[config.mk]
export PLATFORM = sky130hd
export DESIGN_NAME = dfi_cmd_fifo
export DESIGN_NICKNAME = d
export VERILOG_FILES = /design/src/rtl/dfi_cmd_fifo.sv
export SDC_FILE = /design/constraint.sdc
export NUM_CORES = 1
export LEC_CHECK = 0
export CORE_ASPECT_RATIO = 0.6
export CORE_MARGIN = 3
export CORE_UTILIZATION = 23
export DETAILED_ROUTE_END_ITERATION = 12
export HOLD_SLACK_MARGIN = 0.1
export PLACE_DENSITY_LB_ADDON = 0.1
export RECOVER_POWER = 25
export REMOVE_ABC_BUFFERS = 1
export SLEW_MARGIN = 20
export SYNTH_ARGS = -nofsm -noshare
export SYNTH_HDL_FRONTEND = slang
export SYNTH_SLANG_ARGS = --single-unit
[constraint.sdc]
create_clock -name clk -period 10.3 [get_ports clk]
set_input_delay 2.06 -clock clk [delete_from_list [all_inputs] [get_ports clk]]
set_output_delay 2.06 -clock clk [all_outputs]
set_load 0.01 [all_outputs]
[src/rtl/dfi_cmd_fifo.sv]
// Synchronous pending-command FIFO. Push on full and pop on empty are ignored;
// full/empty reflect the state at the start of the cycle, so there is no bypass.
module dfi_cmd_fifo #(
  parameter int DEPTH = 8,
  parameter int W     = 27
) (
  input  logic         clk,
  input  logic         rst,
  input  logic         push,
  input  logic [W-1:0] din,
  input  logic         pop,
  output logic [W-1:0] dout,
  output logic         full,
  output logic         empty
);
  localparam int PW = (DEPTH > 1) ? $clog2(DEPTH) : 1;

  logic [W-1:0]  mem_q [DEPTH];
  logic [PW-1:0] wp_q, wp_d, rp_q, rp_d;
  logic [PW:0]   cnt_q, cnt_d;
  logic          push_ok, pop_ok;

  assign full  = (cnt_q == (PW+1)'(DEPTH));
  assign empty = (cnt_q == '0);
  assign dout  = mem_q[rp_q];

  always_comb begin
    push_ok = push && !full;
    pop_ok  = pop && !empty;
    wp_d    = wp_q;
    rp_d    = rp_q;
    if (push_ok) wp_d = (wp_q == PW'(DEPTH-1)) ? '0 : wp_q + 1'b1;
    if (pop_ok)  rp_d = (rp_q == PW'(DEPTH-1)) ? '0 : rp_q + 1'b1;
    cnt_d = cnt_q + (PW+1)'(push_ok) - (PW+1)'(pop_ok);
  end

  always_ff @(posedge clk) begin
    if (rst) begin
      wp_q  <= '0;
      rp_q  <= '0;
      cnt_q <= '0;
    end else begin
      wp_q  <= wp_d;
      rp_q  <= rp_d;
      cnt_q <= cnt_d;
    end
  end

  always_ff @(posedge clk) begin
    if (push_ok) mem_q[wp_q] <= din;
  end
endmodule

=== Word level (Yosys, flattened, before mapping) ===
Memories as Yosys holds them, arrays and structs flattened. A register that Yosys moved wholly into a read port is not among the register bits.
Cells that the tools add are included.

* Register bits: 10
* Input bits: 31
* Latch bits: 0
* RAM bits: 216
* Memories kept: 1
* ROM bits: 0

* Add/subtract/negate cells: 4
* $lt $le $gt $ge: 0
* Reductions and logical operators: 5
* Shift-type cells: 0
* Divide/modulo/power cells: 0
* Multipliers: 0
* Muxes and demuxes: 6
* Equality and inequality tests: 3
* Bitwise operators: 0

{| class="wikitable"
|+ Memory list
! name !! words !! width !! read ports !! clocked after Yosys merged registers in !! write ports !! RTL line !! RTL
|-
| mem_q || 8 || 27 || 1 || 1 || 1 || 18 || <nowiki>logic [W-1:0] mem_q [DEPTH];</nowiki>
|}

{| class="wikitable"
|+ Operator list
! cell !! count
|-
| $mux 3 || 4
|-
| $add 3x1->3 const B || 2
|-
| $eq 3x3->1 const B || 2
|-
| $add 4x1->4 || 1
|-
| $eq 4x4->1 const B || 1
|-
| $logic_not 4->1 || 1
|-
| $sub 4x1->4 || 1
|-
| $logic_and 1x1->1 || 2
|-
| $logic_not 1->1 || 2
|-
| $mux 1 || 2
|}

=== Depth between registers and ports, before layout ===
Gate-level depths: netlist of the first run.

* Depth in word-level cells: 5
* Depth in mapped cells: 12
* Gate-level depth less buffers: 12

=== Worst setup path after synthesis of the first run ===
OpenSTA, ideal clock, no wires.

* Path type: input -> register
* Start point: in push
* End point: mem mem_q[0][0], enable pin
* Slack: 5057 ps
* Stages on the path: 2
* Data arrival time: 4764 ps
* Buffers on the path: 0
* Path through: nand2_1 nor4_1

* Word-level cells in the longest chain between the ends: 3

{| class="wikitable"
|+ RTL lines
! what !! RTL line !! RTL
|-
| start: declaration || 9 || <nowiki>input logic push,</nowiki>
|-
| $logic_and 1x1->1 || 28 || <nowiki>push_ok = push && !full;</nowiki>
|-
| $mux 1 || 50 || <nowiki>if (push_ok) mem_q[wp_q] <= din;</nowiki>
|-
| $mux 1 (implied by the code) || 50 ||
|-
| end: declaration || 18 ||
|}

Every way passes these cells.

==> out/results.ini, run 1 <==
[clock_tree]
cts.path.max_buffers=3
cts_setup_buffers=0
path_clk_slew_ps=60
cts_inserted_buffers=24
cts_tree=yes
clock_sinks=229
clkLatencyLatePin_ps=520
cts-root-buf=clkbuf_16
ctsResizeCount=0
cts_hold_buf=0
cts_max_level=1

[global_routing]
grt_antenna_before_repair=2
grt_first_pass_wirelength_um=29210
globalRouteTotalUtil=0.09636
grt_pass1_vias=4382
grt_start_max_net_pins=55
overflow=0

[power]
power.internal_w=0.001862
power_switching_w=0.0005729
peakVddDrop_mv=0.09724
clkPwrFrac=0.378
comb_power_share=0.157
p_sw_frac=0.2353
cellPowerDensity_nw_per_um2=219.8
pwr-share-seq=0.465
leakage_nw=3.507

[run]
max_cap_viol_count=0

[timing]
rsz0062_at_grt=no
hold_violations=0
hold_ws_ps=515.2
finalCritPeriodShare=0.4976
setup_viol=0
tightest_slew_ps=1046
fin_setup_tns_ps=0
maxSlewHeadroom=0.3026
fmax_ghz=0.1951
min_period_ps=5125
drv_slew=0
skew_ps=18.54

[worst_setup_path]
startpoint_type=flip-flop
path_cells=mux4_1 > mux2_2 > clkdlybuf4s50_1
cpMaxStageDelayCell=dfxtp_4
required_ps=8240
cp-end-kind=output pin
cp_max_fo=54
r2r_start=cnt_q[2]$_SDFF_PP0_
path_class=flip-flop to output pin
slowest_delay_ps=1040
cp.arrival_ps=3060

[synth]
syn_avg_cell_area_um2=23.00
yosysSeqAreaShare=0.7502
synth_cells=391
synth_top_area_share=0.7213
yosys_warnings=0
synth_seq_cells=229
synth.area.top_cells=edfxtp_1 (72%), mux4_1 (15%), mux2_2 (3.4%)
post-synth-top-area-cell=edfxtp_1
synth.distinct_cells=25
synth_area_um2=8992

[cells_and_area]
drive_above_1_share=0.1770
syn2layout_area_growth_pct=23.18
final_common_cell=edfxtp_1
fin_nets=511
most-common-layout-cells=edfxtp_1 (216), mux4_1 (52), clkdlybuf4s50_1 (44), mux2_2 (27), clkbuf_16 (25)
fin_cells=1000
fin_util=0.2905
fillerInstances=3799

[route]
vias=4106
drtIter0Drc=228
ant_nets=0
drc=0
wl_per_cell_um=19.94
routed_wl_um=19940
viasPerCell=4.106
drt-pass1-iter-count=4

[worst_hold_path]
hold_path_class=flip-flop to flip-flop
min_from=rp_q[1]$_SDFFE_PP0N_

[floorplanning]
die_area_um2=41580
die_y_um=159.2
io_pins=60
die_w_um=261.3
num_rows=55
core_um2=38120
floorplan.initialDensity=0.2359

[placement]
io_buffers=59
place_inst=956
hpwl_um=10590
gp_congestion=0.6351

[status]
status=completed

final timing paths:
kind | slack [ps] | cells after the start | to
worst min register to register | 520 | 2 | flip-flop
worst max-delay path | 5180 | 3 | dout[7]
worst min-delay path | 520 | 2 | flip-flop
worst max register to register | 7760 | 11 | cnt_q[2]$_SDFF_PP0_
synth_stat cells (all sizes together):
cell type and instances:
nor2 7, nor2b 1, o21ai 6, a21oi 8
nor4 1, xor2 1, ha 10, nand2b 3
mux2 27, nand3 5, nor3 4, nand2 2
or4 2, fa 1, buf 9, edfxtp 216
inv 10, clkbuf 7, or3b 2, a31o 1
dfxtp 13, nand4b 1, mux4 54
cells by family (layout without fill, tap and decap cells):
family,Yosys count,after routing,share of synthesized area
DFF,229,229,0.7502
muxes,81,81,0.1908
and+or+nand+nor,28,28,0.01684
buffers and inverters,26,121,0.01628
AOI/OAI and AO/OA,15,15,0.008766
adders and majority gates,11,11,0.01614
xor gates and xnor gates,1,1,0.0009742
other,0,1,0
area by class of cell:
cell class | count | area [µm²] | share of cell area
sequential | 229 | 6753 | 0.6096
multi-input combinational | 136 | 2148 | 0.1939
timing repair buffer | 68 | 658.1 | 0.05941
tap | 513 | 641.9 | 0.05795
clock buffer | 27 | 633.1 | 0.05716
clock inverter | 16 | 202.7 | 0.01830
inverter | 10 | 37.54 | 0.003389
antenna | 1 | 2.502 | 0.0002259
flip-flops by register name, summed over array words and instances, names as in the netlist, named ones only:
register and flops:
cnt_q 4, mem_q 216, rp_q 3, wp_q 3
power by group through the flow:
stage                     sequential [W]  clock [W]  combinational (W)
after floorplan                  0.00113          0           0.000215
final                            0.00113   0.000920           0.000383
after global placement           0.00115          0           0.000393
after detailed placement         0.00116          0           0.000395
after CTS                        0.00114   0.000957           0.000397
after global routing             0.00114    0.00100           0.000419
metal layers:
layer,wire (µm),vias up,GRT usage
li1,-,1839,-
met1,9026,2163,0.1242
met2,9623,67,0.1612
met3,778,37,0.02527
met4,515,0,0.02516
met5,0,-,0
metrics by stage:
step	power, W	worst slack [ps]	instance area [µm²]
2_1_floorplan	0.001345	5057	8884
3_3_place_gp	0.001546	5637	10240
3_5_place_dp	0.001552	5621	10240
4_1_cts	0.002490	5055	11070
5_1_grt	0.002560	5012	11070
6_report	0.002435	5175	11080
worst max-delay path, delay by kind of cell, from the launching register on:
family,cells,cell delay (ps)
buffers and inverters,1,490
DFF,1,1040
muxes,2,1000
Note: power is estimated with default switching activity, not from simulation.
==> run 2, diff against run 1 <==
==> constraint.sdc (replaced) <==
create_clock -name clk -period 4.45 [get_ports clk]
set_input_delay 0.89 -clock clk [delete_from_list [all_inputs] [get_ports clk]]
set_output_delay 0.89 -clock clk [all_outputs]
set_load 0.01 [all_outputs]
==> out/results.ini, run 2 (synthesis gave the netlist of run 1 again) <==
[status]
status=completed

[clock_tree]
clock_sinks=229
cts-root-buf=clkbuf_16
cts_setup_buffers=0
path_clk_slew_ps=60
cts_hold_buf=0
cts_max_level=1
cts.path.max_buffers=3
cts_inserted_buffers=24
cts_tree=yes
ctsResizeCount=0
clkLatencyLatePin_ps=530

[floorplanning]
die_y_um=159.2
num_rows=55
io_pins=60
floorplan.initialDensity=0.2359
core_um2=38120
die_area_um2=41580
die_w_um=261.3

[worst_setup_path]
cp-end-kind=output pin
required_ps=3560
worst-r2r-setup-slack_ps=1890
cpMaxStageDelayCell=mux4_1
path_cells=buf_12 > mux4_1 > mux2_2 > clkdlybuf4s50_1
rr_endpoint=cnt_q[2]$_SDFF_PP0_
slowest_delay_ps=630
startpoint_type=flip-flop
cp_max_fo=34
reg2reg_depth=11
r2r_start=cnt_q[2]$_SDFF_PP0_
path_class=flip-flop to output pin
cp.arrival_ps=2870

[run]
max_cap_viol_count=0

[global_routing]
grt_antenna_before_repair=1
grt_first_pass_wirelength_um=30490
globalRouteTotalUtil=0.1001
grt_start_max_net_pins=35
overflow=0
grt_pass1_vias=4441

[worst_hold_path]
hold_path_class=flip-flop to flip-flop
whs_path_depth=2
min_from=rp_q[1]$_SDFFE_PP0N_

[power]
leakage_nw=3.507
clkPwrFrac=0.346
power.internal_w=0.004089
p_sw_frac=0.2425
peakVddDrop_mv=0.2274
cellPowerDensity_nw_per_um2=488.5
power_switching_w=0.001309
comb_power_share=0.177
pwr-share-seq=0.477

[cells_and_area]
drive_above_1_share=0.1802
largest_reg_flops=216
antennaDiodeCount=0
reg_top3=mem_q: 216 flops, cnt_q: 4 flops
regMostFlops=mem_q
fin_nets=520
final_common_cell=edfxtp_1
most-common-layout-cells=edfxtp_1 (216), mux4_1 (52), clkdlybuf4s50_1 (43), mux2_2 (27), clkbuf_16 (25)
syn2layout_area_growth_pct=22.87

[timing]
fin_setup_tns_ps=0
min_period_ps=3758
tightest_slew_ps=729.3
rsz0062_at_grt=no
setup_viol=0
hold_violations=0
finalCritPeriodShare=0.8445
drv_slew=0
layout_setup_ws_ps=691.9
skew_ps=13.92
maxSlewHeadroom=0.5126
fmax_ghz=0.2661

[route]
vias=4095
ant_nets=0
drt-pass1-iter-count=6
routed_wl_um=20490
drc=0
drtIter0Drc=193
wl_per_cell_um=20.35
viasPerCell=4.067

[placement]
dp_slack_ps=1173
io_buffers=59
hpwl_um=11800
gp_congestion=0.6775

[run 2: power by group through the flow]
stage                     combinational, W  sequential, W  clock, W
final                             0.000957        0.00258   0.00187
after detailed placement          0.000991        0.00263         0
after floorplan                   0.000498        0.00262         0
after CTS                         0.000998        0.00258   0.00194
after global routing               0.00105        0.00259   0.00205
after global placement            0.000986        0.00262         0
[run 2: worst max path at each step]
stage,start,to,slack (ps),cells after the start
final,flip-flop,dout[14],690,4
after global routing,flip-flop,dout[7],500,4
after CTS,flip-flop,dout[7],590,4
after detailed placement,flip-flop,dout[7],1170,4
after global placement,flip-flop,dout[14],1170,4
after floorplan,push,mem_q[0][0]$_DFFE_PP_,380,2
[run 2: per-layer routing]
layer  global-route usage  routed length, µm
met3              0.02670                946
met5                    0                 13
met2               0.1555               9471
met1               0.1410               9758
met4              0.02063                297
[run 2: final cells by class]
| class | instances | area [µm²] |
|---|---|---|
| clock buffers | 30 | 644.4 |
| clock inverters | 12 | 73.82 |
| fillers | 3741 | 27070 |
| inverters | 10 | 37.54 |
| multi-input cells | 136 | 2148 |
| flip-flops and latches | 229 | 6753 |
| well taps | 513 | 641.9 |
| repair buffers | 77 | 750.7 |
[run 2: critical path: cells and delay by family (launching register included)]
| family | cells | cell delay, ps |
|---|---|---|
| buffers and inverters | 2 | 790 |
| flip-flops | 1 | 600 |
| multiplexers | 2 | 930 |
[run 2: per-stage QoR]
| stage | utilization | area [µm²] | total power [W] | hold WS (ps) | std cells |
|---|---|---|---|---|---|
| floorplan | - | 8884 | 0.003113 | 464.1 | 375 |
| global placement | 0.2710 | 10330 | 0.003608 | 486.6 | 965 |
| detailed placement | 0.2710 | 10330 | 0.003617 | 503.6 | 965 |
| CTS | 0.2898 | 11050 | 0.005521 | 516.6 | 1007 |
| global route | 0.2898 | 11050 | 0.005692 | 532.4 | 1007 |
| finish | 0.2898 | 11050 | 0.005397 | 504.2 | 1007 |
